`config.mk`:
```
export PLATFORM = sky130hd
export DESIGN_NAME = rgb_to_gray_stream
export DESIGN_NICKNAME = d
export VERILOG_FILES = /design/src/rtl/rgb_to_gray_stream.sv
export SDC_FILE = /design/constraint.sdc
export NUM_CORES = 1
export LEC_CHECK = 0
export CORE_MARGIN = 2
export CORE_UTILIZATION = 60
export DETAILED_ROUTE_END_ITERATION = 10
export GPL_TIMING_DRIVEN = 0
export PLACE_DENSITY_LB_ADDON = 0.15
export SLEW_MARGIN = 20
export SYNTH_ARGS = -nofsm -noshare
export SYNTH_HDL_FRONTEND = slang
export SYNTH_SLANG_ARGS = --single-unit
export TNS_END_PERCENT = 100
```
`constraint.sdc`:
```
create_clock -name clk -period 4.3 [get_ports clk]
set_input_delay 0.43 -clock clk [delete_from_list [all_inputs] [get_ports clk]]
set_output_delay 0.43 -clock clk [all_outputs]
set_load 0.1 [all_outputs]
```
`src/rtl/rgb_to_gray_stream.sv`:
```
// Streaming RGB to grayscale converter, 3-stage global-stall pipeline.
// Per-line mode latch; luma, average, max and green pass-through modes.
module rgb_to_gray_stream #(
  parameter int PIX_W    = 8,
  parameter int COEF_W   = 8,
  parameter int COEF_R   = 77,
  parameter int COEF_G   = 150,
  parameter int COEF_B   = 29,
  parameter int COEF_AVG = 85,
  parameter int ROUND    = 1
) (
  input  logic             clk,
  input  logic             rst,
  input  logic             s_valid,
  output logic             s_ready,
  input  logic [PIX_W-1:0] s_r,
  input  logic [PIX_W-1:0] s_g,
  input  logic [PIX_W-1:0] s_b,
  input  logic             s_last,
  input  logic [1:0]       mode,
  output logic             m_valid,
  input  logic             m_ready,
  output logic [PIX_W-1:0] m_gray,
  output logic             m_last
);

  typedef enum logic [1:0] {
    M_LUMA = 2'd0,
    M_AVG  = 2'd1,
    M_MAX  = 2'd2,
    M_PASS = 2'd3
  } mode_e;

  localparam int P = PIX_W + COEF_W;
  localparam int A = P + 2;
  localparam int Q = PIX_W + 2;

  localparam logic [P-1:0] CR = P'(COEF_R);
  localparam logic [P-1:0] CG = P'(COEF_G);
  localparam logic [P-1:0] CB = P'(COEF_B);
  localparam logic [P-1:0] CA = P'(COEF_AVG);
  localparam logic [A-1:0] RND =
    (ROUND != 0) ? (A'(1) << (COEF_W - 1)) : A'(0);
  localparam logic [Q-1:0] QMAX = Q'((1 << PIX_W) - 1);

  logic             en;
  logic             acc_in;
  logic             line_start;
  mode_e            line_mode;
  mode_e            cur_mode;
  logic [PIX_W-1:0] mx;
  logic [P-1:0]     p0_n, p1_n, p2_n;
  logic [P-1:0]     p0, p1, p2;
  logic             v1, l1, v2, l2;
  logic [A-1:0]     acc;
  logic [Q-1:0]     q;
  logic [PIX_W-1:0] sat;

  assign en       = !m_valid || m_ready;
  assign s_ready  = en && !rst;
  assign acc_in   = s_valid && s_ready;
  assign cur_mode = line_start ? mode_e'(mode) : line_mode;

  always_comb begin
    mx = s_r;
    if (s_g > mx) mx = s_g;
    if (s_b > mx) mx = s_b;
  end

  // Average mode splits the weight per channel so each product fits P bits
  always_comb begin
    p0_n = '0;
    p1_n = '0;
    p2_n = '0;
    unique case (cur_mode)
      M_LUMA: begin
        p0_n = P'(s_r) * CR;
        p1_n = P'(s_g) * CG;
        p2_n = P'(s_b) * CB;
      end
      M_AVG: begin
        p0_n = P'(s_r) * CA;
        p1_n = P'(s_g) * CA;
        p2_n = P'(s_b) * CA;
      end
      M_MAX:  p0_n = {mx, {COEF_W{1'b0}}};
      M_PASS: p0_n = {s_g, {COEF_W{1'b0}}};
    endcase
  end

  always_ff @(posedge clk or posedge rst) begin
    if (rst) begin
      line_start <= 1'b1;
      line_mode  <= M_LUMA;
    end else if (acc_in) begin
      if (line_start) line_mode <= mode_e'(mode);
      line_start <= s_last;
    end
  end

  assign q   = acc[A-1:COEF_W];
  assign sat = (q > QMAX) ? {PIX_W{1'b1}} : q[PIX_W-1:0];

  always_ff @(posedge clk or posedge rst) begin
    if (rst) begin
      v1      <= 1'b0;
      l1      <= 1'b0;
      p0      <= '0;
      p1      <= '0;
      p2      <= '0;
      v2      <= 1'b0;
      l2      <= 1'b0;
      acc     <= '0;
      m_valid <= 1'b0;
      m_last  <= 1'b0;
      m_gray  <= '0;
    end else if (en) begin
      v1      <= acc_in;
      l1      <= acc_in && s_last;
      p0      <= p0_n;
      p1      <= p1_n;
      p2      <= p2_n;
      v2      <= v1;
      l2      <= l1;
      acc     <= A'(p0) + A'(p1) + A'(p2) + RND;
      m_valid <= v2;
      m_last  <= l2;
      m_gray  <= sat;
    end
  end

endmodule

```
==> reports/results.tsv <==
stage	metric	value	unit
min_path	hp-start	m_last	
timing	fmax	0.244	GHz
route	drc	0	
synth	syn_inst	1149	
placement	hpwl	21700	µm
cells_and_area	drive_gt1_frac	0.0587	
timing	slew-limit-headroom	0.344	
placement	io_buffers	41	
cells_and_area	nNetsFinal	1532	
cells_and_area	fill_cells	1415	
global_routing	grt_usage	0.301	
timing	setup_slack	0.193	ns
cells_and_area	final_cell_mix	ha_1, inv_1, nand2_1	
critical_path	cp_max_fo	7	
synth	ys_ff_latch	74	
clocking	clkTransAtPathRegs	0.06	ns
cells_and_area	finalNonFillerCells	1430	
global_routing	grt_pass1_vias	8335	
synth	yosysSeqAreaShare	0.180	
floorplanning	ios	42	
cells_and_area	syn_to_final_growth	10.1	%
cells_and_area	final_common_cell	ha_1	
critical_path	crit_arrival	4.32	ns
critical_path	required	4.51	ns
power_and_ir_drop	p_per_area	559	mW/mm²
clocking	cts-root-buf	clkbuf_16	
min_path	worst_hold_path_type	reg -> reg	
placement	dp_slack	-0.699	ns
synth	synth_ff_type	dfrtp_1	
critical_path	max_stage_delay	0.55	ns
route	first_pass_iters	6	
route	ant_nets	0	
timing	finClkSkew	0.00663	ns
clocking	clock-sinks	74	
route	drt_iter0_markers	611	
critical_path	critical_path_class	in -> reg	
floorplanning	die_h	135	µm
synth	ys_types	72	
power_and_ir_drop	p_total	0.00634	W
synth	synth_area	0.0103	mm²
timing	hold_viol_final	0	
clocking	cts_hold_buf	0	
synth	syn_avg_cell_area	8.98	µm²
critical_path	cp_cell_sequence	clkbuf_2, ha_1, inv_1, fa_1, inv_1, ha_1, inv_1, fa_1, inv_1, ha_1, o21ai_0, a21oi_1, o41ai_2, xnor2_1, a221oi_2, nor2_1	
placement	gp_congestion	1.01	
floorplanning	initial_core_util	0.618	
placement	placed_cells	1411	
synth	syn_nets	1476	
global_routing	overflow	0	
timing	maxSlewViolCount	0	
route	vias	8404	
floorplanning	dieArea	0.0183	mm²
critical_path	cp_common_cell	inv_1	
clocking	cts_made_buffers	9	
synth	ys_warn_count	0	
run_status	status	finished, final reports clean	
clocking	clk_latency	0.34	ns
route	drt_wl_total	26500	µm
critical_path	crit_start	s_b[2]	
clocking	cts_tree	done	
critical_path	critPathCaptureType	register	
global_routing	grt_pass1_wl	42700	µm
critical_path	critPathLaunchType	primary input	
timing	finalSetupViolCount	0	
power_and_ir_drop	cellLeakagePower	5.76	nW
floorplanning	num_rows	47	
route	post_drt_wl_per_cell	18.5	µm
synth	synthArstFlopShare	1.00	
timing	fin_crit	4.11	ns
flow_run	drv_cap	0	
global_routing	antenna_found_initial	0	
power_and_ir_drop	vdd_drop_max	451	µV
synth	synth_edf_count	0	
floorplanning	chipWidth	135	µm
route	avgViaCountPerCell	5.88	
global_routing	grt_max_degree	45	
timing	hold_ws	0.465	ns
critical_path	critPathSlowestCell	fa_1	
clocking	clk_path_buf_depth	2	
clocking	h-tree-depth	3	
floorplanning	coreArea	0.0167	mm²
critical_path	r2r-start	p1[4]	
timing	fin_crit_sh	0.955	
cells_and_area	antennaDiodeCount	0	
timing	worst_pin_slew	0.982	ns
[synth_stat cells, types with 3 or more instances]
cell type	n	area share
nor3_1	17	0.0082
a21o_1	5	0.0036
nand3_1	19	0.0092
o21ai_0	43	0.021
ha_1	231	0.28
a31o_1	3	0.0025
a32o_1	4	0.0039
o22a_1	10	0.0085
a31oi_1	9	0.0055
a21oi_1	78	0.038
clkbuf_8	4	0.0053
nand4_1	10	0.0061
a211oi_1	5	0.0036
clkbuf_1	13	0.0047
nor2b_1	20	0.012
fa_1	65	0.13
o211ai_1	3	0.0022
xnor2_1	30	0.025
a21oi_2	3	0.0025
buf_2	4	0.0019
o21ai_1	14	0.0068
o21a_1	12	0.0087
nand2b_1	13	0.0079
a22oi_1	5	0.0036
o221ai_1	3	0.0025
or3_1	4	0.0024
inv_1	172	0.063
a221oi_1	7	0.0059
o31ai_1	12	0.0087
dfrtp_1	73	0.18
o22ai_1	4	0.0024
nor2_1	77	0.028
and2_1	4	0.0024
nand2_1	86	0.031
mux2i_1	12	0.012
o32a_1	3	0.0029
xor2_1	24	0.020
[final cells by class]
cell class              count  area, µm²  area share
well taps                 220        275      0.0242
inverters                 172        652      0.0574
flip-flops and latches     74       1850       0.163
clock buffers              11        243      0.0214
repair buffers             45        392      0.0345
clock inverters             5       53.8     0.00474
multi-input cells         880       7750       0.683
plain buffers              23        131      0.0116
[worst max-delay path: cells and delay by family]
family | cells | cell delay (ns)
adders and majority gates | 5 | 2.00
and+or+nand+nor | 1 | 0.07
AOI/OAI and AO/OA | 4 | 1.08
buffers and inverters | 5 | 0.55
xor gates and xnor gates | 1 | 0.19
[registers in the layout, summed over array words and instances (netlist names)]
signal	count
p2	15
v1	1
p1	16
acc	10
m_valid	1
line_start	1
l1	1
v2	1
m_gray	8
p0	16
l2	1
m_last	1
line_mode	2
[metal layers]
layer,track usage,share of wire,wire [µm],vias to the layer above
li1,-,-,-,4085
met5,0,0,0,-
met4,0.0758,0.022,588,0
met1,0.417,0.45,11900,4061
met2,0.506,0.47,12400,213
met3,0.0345,0.058,1540,45
[repair_timing]
item                                    CTS  global route
pin swaps                                 2             4
endpoints found under the setup margin   13            14
gates resized for setup                  23            43
endpoints found under the hold margin     0             0
buffers inserted                          0             3
[through the flow]
stage,utilization,TNS (ns),area [µm²]
after floorplan,-,0,10300
after global placement,0.659,-8.13,11000
after detailed placement,0.660,-9.25,11000
after CTS,0.678,0,11300
after global routing,0.680,-0.0249,11400
final,0.680,0,11400
[report_power, final]
part	leakage (nW)	total (W)	switching (W)	internal, W
Clock	0.149	0.000755	0.000292	0.000463
Sequential	0.924	0.00120	0.000221	0.000976
Combinational	4.68	0.00439	0.00262	0.00177
Total	5.76	0.00634	0.00314	0.00321
[kinds of logic (layout without fill, tap and decap cells)]
group                      Yosys count  count (layout)  synth area share
adders and majority gates          296             296             0.406
and+or+nand+nor                    268             268             0.121
buffers and inverters              195             256            0.0753
xor gates and xnor gates            54              54            0.0459
DFF                                 74              74             0.180
muxes                               15              15            0.0152
AOI/OAI and AO/OA                  247             247             0.156
[worst paths after layout]
check,to,slack (ns),cells after the start
min in group asynchronous,m_gray[5],0.54,2
min reg2reg,m_last,0.47,2
max reg2reg,acc[16],1.32,10
max in group asynchronous,line_start,3.14,3
min,m_last,0.47,2
max,p2[11],0.19,16
Power figures use the tool's default switching activity.
